==> src/rtl/cv32e40p_tmr_pkg.sv <==
// Shared types and helpers for the TMR voter and its per-lane health trackers.
package cv32e40p_tmr_pkg;

  localparam int NUM_LANES = 3;

  typedef enum logic [1:0] {
    LANE_HEALTHY = 2'd0,
    LANE_SUSPECT = 2'd1,
    LANE_FAILED  = 2'd2
  } lane_state_e;

  typedef enum logic [1:0] {
    MODE_TMR   = 2'd0,
    MODE_DMR   = 2'd1,
    MODE_FATAL = 2'd2
  } vote_mode_e;

  function automatic logic [1:0] popcount3(input logic [NUM_LANES-1:0] v);
    return {1'b0, v[0]} + {1'b0, v[1]} + {1'b0, v[2]};
  endfunction

endpackage

==> src/rtl/cv32e40p_tmr_lane_health.sv <==
// Per-lane health FSM: counts consecutive mismatching valid samples and latches FAILED
// once ERR_THRESH is reached; only clear_i or reset bring the lane back.
module cv32e40p_tmr_lane_health
  import cv32e40p_tmr_pkg::*;
#(
  parameter int ERR_THRESH = 4,
  parameter int CNT_W      = 8
) (
  input  logic clk_i,
  input  logic rst_i,
  input  logic clear_i,
  input  logic valid_i,
  input  logic mismatch_i,
  output logic failed_o
);

  localparam logic [CNT_W-1:0] THRESH = CNT_W'(ERR_THRESH);

  lane_state_e      state_q;
  logic [CNT_W-1:0] cnt_q;
  logic [CNT_W-1:0] cnt_inc;

  assign cnt_inc  = cnt_q + 1'b1;
  assign failed_o = (state_q == LANE_FAILED);

  always_ff @(posedge clk_i or posedge rst_i) begin
    if (rst_i) begin
      state_q <= LANE_HEALTHY;
      cnt_q   <= '0;
    end else if (clear_i) begin
      state_q <= LANE_HEALTHY;
      cnt_q   <= '0;
    end else if (valid_i) begin
      case (state_q)
        LANE_HEALTHY: begin
          if (mismatch_i) begin
            cnt_q   <= {{(CNT_W-1){1'b0}}, 1'b1};
            state_q <= (ERR_THRESH <= 1) ? LANE_FAILED : LANE_SUSPECT;
          end
        end
        LANE_SUSPECT: begin
          if (mismatch_i) begin
            cnt_q <= cnt_inc;
            if (cnt_inc >= THRESH) state_q <= LANE_FAILED;
          end else begin
            cnt_q   <= '0;
            state_q <= LANE_HEALTHY;
          end
        end
        LANE_FAILED: state_q <= LANE_FAILED;
        default: begin
          state_q <= LANE_HEALTHY;
          cnt_q   <= '0;
        end
      endcase
    end
  end

endmodule

==> src/rtl/cv32e40p_tmr_voter.sv <==
// Registered TMR voter (1-cycle latency) that degrades to duplex compare, then fatal,
// as lanes are judged failed by their health trackers.
module cv32e40p_tmr_voter
  import cv32e40p_tmr_pkg::*;
#(
  parameter int WIDTH      = 33,
  parameter int ERR_THRESH = 4,
  parameter int CNT_W      = 8
) (
  input  logic             clk_i,
  input  logic             rst_i,
  input  logic             clear_i,
  input  logic             valid_i,
  input  logic [WIDTH-1:0] lane0_i,
  input  logic [WIDTH-1:0] lane1_i,
  input  logic [WIDTH-1:0] lane2_i,
  output logic [WIDTH-1:0] voted_o,
  output logic             voted_valid_o,
  output logic [2:0]       mismatch_o,
  output logic             uncorrectable_o,
  output logic [2:0]       lane_failed_o,
  output logic             fatal_o,
  output logic [CNT_W-1:0] err_cnt_o
);

  logic [WIDTH-1:0] maj;
  logic [WIDTH-1:0] vote_val;
  logic [2:0]       vote_mm;
  logic             vote_unc;
  logic             dmr_diff;
  logic [1:0]       nfail;
  vote_mode_e       mode;

  assign maj   = (lane0_i & lane1_i) | (lane0_i & lane2_i) | (lane1_i & lane2_i);
  assign nfail = popcount3(lane_failed_o);

  always_comb begin
    mode = MODE_FATAL;
    if (nfail == 2'd0)      mode = MODE_TMR;
    else if (nfail == 2'd1) mode = MODE_DMR;
  end

  always_comb begin
    vote_val = maj;
    vote_mm  = '0;
    vote_unc = 1'b0;
    dmr_diff = 1'b0;
    case (mode)
      MODE_TMR: begin
        vote_mm  = {lane2_i != maj, lane1_i != maj, lane0_i != maj};
        vote_unc = (popcount3(vote_mm) >= 2'd2);
      end
      MODE_DMR: begin
        // Both survivors are flagged on disagreement: with two votes we cannot tell who is wrong.
        case (lane_failed_o)
          3'b001: begin
            vote_val = lane1_i;
            dmr_diff = (lane1_i != lane2_i);
            vote_mm  = {dmr_diff, dmr_diff, 1'b0};
          end
          3'b010: begin
            vote_val = lane0_i;
            dmr_diff = (lane0_i != lane2_i);
            vote_mm  = {dmr_diff, 1'b0, dmr_diff};
          end
          default: begin
            vote_val = lane0_i;
            dmr_diff = (lane0_i != lane1_i);
            vote_mm  = {1'b0, dmr_diff, dmr_diff};
          end
        endcase
        vote_unc = dmr_diff;
      end
      default: begin
        if (!lane_failed_o[0])      vote_val = lane0_i;
        else if (!lane_failed_o[1]) vote_val = lane1_i;
        else if (!lane_failed_o[2]) vote_val = lane2_i;
        else                        vote_val = lane0_i;
        vote_unc = 1'b1;
      end
    endcase
  end

  cv32e40p_tmr_lane_health #(.ERR_THRESH(ERR_THRESH), .CNT_W(CNT_W)) u_health0 (
    .clk_i(clk_i), .rst_i(rst_i), .clear_i(clear_i), .valid_i(valid_i),
    .mismatch_i(vote_mm[0]), .failed_o(lane_failed_o[0])
  );
  cv32e40p_tmr_lane_health #(.ERR_THRESH(ERR_THRESH), .CNT_W(CNT_W)) u_health1 (
    .clk_i(clk_i), .rst_i(rst_i), .clear_i(clear_i), .valid_i(valid_i),
    .mismatch_i(vote_mm[1]), .failed_o(lane_failed_o[1])
  );
  cv32e40p_tmr_lane_health #(.ERR_THRESH(ERR_THRESH), .CNT_W(CNT_W)) u_health2 (
    .clk_i(clk_i), .rst_i(rst_i), .clear_i(clear_i), .valid_i(valid_i),
    .mismatch_i(vote_mm[2]), .failed_o(lane_failed_o[2])
  );

  always_ff @(posedge clk_i or posedge rst_i) begin
    if (rst_i) begin
      voted_o         <= '0;
      voted_valid_o   <= 1'b0;
      mismatch_o      <= '0;
      uncorrectable_o <= 1'b0;
    end else begin
      voted_valid_o <= valid_i;
      if (valid_i) begin
        voted_o         <= vote_val;
        mismatch_o      <= vote_mm;
        uncorrectable_o <= vote_unc;
      end else begin
        mismatch_o      <= '0;
        uncorrectable_o <= 1'b0;
      end
    end
  end

  always_ff @(posedge clk_i or posedge rst_i) begin
    if (rst_i) begin
      err_cnt_o <= '0;
      fatal_o   <= 1'b0;
    end else if (clear_i) begin
      err_cnt_o <= '0;
      fatal_o   <= 1'b0;
    end else begin
      if (valid_i && (|vote_mm) && (err_cnt_o != {CNT_W{1'b1}}))
        err_cnt_o <= err_cnt_o + 1'b1;
      if (nfail >= 2'd2) fatal_o <= 1'b1;
    end
  end

endmodule

==> config.mk <==
export PLATFORM = sky130hd
export DESIGN_NAME = cv32e40p_tmr_voter
export DESIGN_NICKNAME = d
export VERILOG_FILES = /design/src/rtl/cv32e40p_tmr_pkg.sv /design/src/rtl/cv32e40p_tmr_lane_health.sv /design/src/rtl/cv32e40p_tmr_voter.sv
export SDC_FILE = /design/constraint.sdc
export NUM_CORES = 1
export LEC_CHECK = 0
export CAP_MARGIN = 20
export CORE_ASPECT_RATIO = 0.75
export CORE_MARGIN = 2
export CORE_UTILIZATION = 50
export DETAILED_ROUTE_END_ITERATION = 12
export PLACE_DENSITY = 0.79
export SKIP_CTS_REPAIR_TIMING = 1
export SYNTH_ARGS = -nofsm -noshare
export SYNTH_HDL_FRONTEND = slang
export SYNTH_SLANG_ARGS = --single-unit
==> constraint.sdc <==
create_clock -name clk_i -period 3.1 [get_ports clk_i]
set_input_delay 0.775 -clock clk_i [delete_from_list [all_inputs] [get_ports clk_i]]
set_output_delay 0.775 -clock clk_i [all_outputs]
set_load 0.02 [all_outputs]
==> summary.md, run 1 <==
• **Post-Synthesis Net Count** 1331
• **ant diodes** 0
• **end of the critical path** u_health2.cnt_q[2]
• **startpoint of the worst register-to-register path** u_health0.state_q[0]
• **placer congestion estimate** 1.02
• **time the final worst path needs with I/O delays and setup** 3.19 ns
• **status** complete, but fails checks
• **count of unique library cells instantiated by Yosys** 74
• **largest family of logic cells by synthesized area** simple AND/OR/NAND/NOR gates
• **arithmetic-cell share of the synthesized area counting full adders, half adders and majority gates** 14.9%
• **Max Cap Violations** 0
• **commonest non-fill, non-tap cell in the layout** buf_4
• **layout filler cell count** 1002
• **setup total negative slack** -0.874 ns
• **mux contribution to synthesized area** 5.59%
• **dominant synthesized flop cell** dfrtp_1
• **area of the die** 19400 sq um
• **Crit Path Class** in -> reg
• **antenna violations before repair** 0
• **relative slew slack** 44.0%
• **share of synthesized cell area in and, or, nand and nor gates** 27.0%
• **CTS tree** yes
• **HP Class** reg -> reg
• **wire length of the first global-routing pass** 55300 um
• **post-synthesis sequential element count** 77
• **count of port buffers added during placement** 152
• **Clock power frac** 29.8%
• **Achievable Freq** 0.314 GHz
• **violation count after the first detailed-routing iteration** 1621
• **combinational power share** 43.7%
• **total via count in the routed design** 12.0k
• **Worst Setup Slack, final** -0.0891 ns
• **arrival time of the worst setup path** 3.43 ns
• **clock root cell** clkbuf_16
• **yosys warns** 0
• **kind of start point of the critical path** input port
• **power density cells** 287 nW/um^2
• **num rows** 42
• **# DRC** 0
• **filler-free cell count of the finished design** 1755
• **switching pwr** 1550 uW
• **worst reg2reg endpoint** u_health1.cnt_q[5]
• **clock latency at the later pin of the worst-skew pair** 0.37 ns
• **largest driver fanout on the critical path** 6
• **Post-synth EDFFs** 0
• **worst-case hold slack** 0.533 ns
• **first element of the critical path** lane0_i[26]
• **layout overhead on the synthesized area** 60.2%
• **xor and xnor area share after synthesis** 4.70%
• **setup repair after global routing missed its margin** true
• **core region area** 17800 sq um
• **final setup violating endpoints** 20
• **largest buffer count on any clock path** 2
• **Starting Density** 51.4%
• **required time of the critical path** 3.34 ns
• **router iterations before antenna repair** 8
• **share of layout cells above drive strength 1** 39.2%
• **violations in the final reports** negative setup slack
• **maximum resistive drop on vdd** 0.000239 V
• **I/O pins** 153
• **maximum number of pins on one net before global-route repair** 67
• **Clock Skews** 0.0153 ns
• **Critical Path Max Stage Delay** 0.48 ns
• **synthesized instance count** 1120
• **post-detailed-route count of antenna-violating nets** 0
• **cell internal pwr** 2650 uW
• **global-route usage over all layers** 36.8%
• **number of CTS-inserted buffers** 9
• **Syn Std Cell Area** 9140 sq um
• **fraction of registers with async set or reset after synthesis** 100%
• **placed cell count** 1722
• **Setup WS pre-CTS** -1.16 ns
• **FF/Latch Area** 1930 sq um
• **GRT overflow** 0
• **footprint of the multi-input gates** 8330 sq um
• **post-synthesis average cell area** 8.16 sq um
• **x dimension of the die** 160 um
• **Compound-Gate Fraction of Synth Area** 23.4%
• **final count of pins violating max slew** 0
• **vias per cell** 6.85
• **sequential share of the synthesized area** 21.1%
• **reg-to-reg setup timing slack** 0.18 ns
• **switching share of total power** 36.8%
• **PnR Total Power** 4200 uW
• **slowest stage cell on the critical path** nor4_1
• **Final #Nets** 1719
• **Avg WL per Cell** 24.3 um
• **ratio of final minimum period to clock period** 103%
• **clock transition at the register clock pins on the worst setup and hold paths after CTS** 0.06 ns
• **dpl hpwl** 27500 um
• **number of levels the H-tree was split into** 3
• **capturing element type of the critical path** flop
• **number of sinks on the clock net** 77
• **most frequent cells in the layout** buf_4 (280), nor2_1 (101), nand2_1 (100), a21oi_1 (90), dfrtp_1 (77)
• **portion of total power attributed to sequential cells** 26.5%
• **number of hold violations in the final report** 0
• **Die Height** 121 um
• **number of global-route vias before repair** 10.1k
• **leakage component of the power** 0.00641 uW
• **worst r2r path cells** 9
• **series of cell instances along the critical path** dlymetal6s2s_1 > ha_2 > nor4_1 > o22ai_2 > nor4_2 > buf_4 > nand4_1 > o2111a_2 > and2_2 > a22oi_1 > nor2_1
• **Routed Wire Length** 42600 um
• **transition time at the pin with the least slew margin** 0.840 ns
==> power groups by stage <==
stage	Combinational, uW	Sequential, uW	Clock, uW
6_report	1830	1110	1250
5_1_grt	1900	1120	1290
4_1_cts	1460	1110	1240
3_5_place_dp	1450	1130	0
3_3_place_gp	1430	1130	0
2_1_floorplan	577	1190	0
==> worst min path at each step <==
stage	start	endpoint	slack (ns)	cells after the start
2_1_floorplan	u_health2.state_q[1]	u_health2.state_q[1]	0.53	2
3_3_place_gp	voted_o[30]	voted_o[30]	0.50	2
3_5_place_dp	voted_o[22]	voted_o[22]	0.51	2
4_1_cts	voted_o[26]	voted_o[26]	0.53	2
5_1_grt	voted_o[2]	voted_o[2]	0.57	2
6_report	voted_o[22]	voted_o[22]	0.53	2
==> cell type report <==
| type | count | share of cell area, % |
|---|---|---|
| clock buffers | 10 | 1.56 |
| clock inverters | 6 | 0.650 |
| inverters | 13 | 0.359 |
| multi-input cells | 970 | 56.9 |
| flip-flops and latches | 77 | 13.2 |
| well taps | 242 | 2.07 |
| repair buffers | 437 | 25.3 |
==> critical path: cells and delay by family <==
family          cells  cell delay, ns
fa+ha+maj           1            0.25
compound gates      3            0.74
buf+inv             2            0.37
simple gates        5            1.29
==> synth_stat cells (10+ instances only) <==
master | n | area, sq um
nor2b_1 | 12 | 75.1
a311oi_1 | 33 | 289
nand4_1 | 12 | 75.1
clkbuf_1 | 46 | 173
ha_1 | 107 | 1340
nor3_2 | 14 | 140
o31a_1 | 52 | 455
a21oi_1 | 90 | 450
dfrtp_1 | 77 | 1930
nand2_1 | 101 | 379
nor4_1 | 91 | 569
inv_1 | 10 | 37.5
nand3_1 | 60 | 300
o21ai_0 | 45 | 225
nor2_1 | 102 | 383
mux2_2 | 31 | 349
nor3_1 | 18 | 90.1
a31oi_1 | 10 | 62.6
o22ai_1 | 27 | 169
xnor2_1 | 48 | 420
==> cells by family (layout without fill, tap and decap cells) <==
family	Yosys count	after routing
flops	77	77
compound gates	310	310
buf+inv	73	466
fa+ha+maj	108	108
xor+xnor	49	49
simple gates	457	457
mux	46	46
==> flip-flops by register name, summed over array words and instances (netlist names), 2 cells and up <==
signal and flops:
u_health1.state_q 2, u_health0.state_q 2, u_health2.cnt_q 8, mismatch_o 3, voted_o 33, u_health2.state_q 2
u_health0.cnt_q 8, u_health1.cnt_q 8, err_cnt_o 8
==> layer usage <==
metal  part of all wire (%)  wire length (um)  global-route usage [%]  vias to the layer above
met3                     14              5950                    11.4                      247
met1                     38             16200                    51.4                     5657
li1                       -                 -                       -                     5125
met2                     42             18100                    55.2                      987
met4                    5.8              2470                    9.68                        0
met5                      0                 0                       0                        -
==> through the flow <==
stage               utilization [%]  instance area [sq um]
floorplan                         -                   9140
global placement               71.6                  12700
detailed placement             71.6                  12700
CTS                            73.5                  13100
global route                   82.4                  14600
finish                         82.4                  14600
No activity file was read; power rests on OpenSTA's default activity.
==> run 2: changes to the inputs <==
- SLEW_MARGIN: not set -> 40
==> results of run 2 <==
Same layout as run 1: the final DEF is identical, and so are final timing and power.
==> run 3: changes to the inputs <==
- SLEW_MARGIN: 40 -> 15
==> results of run 3 <==
Same layout as run 1: the final DEF is identical, and so are final timing and power.
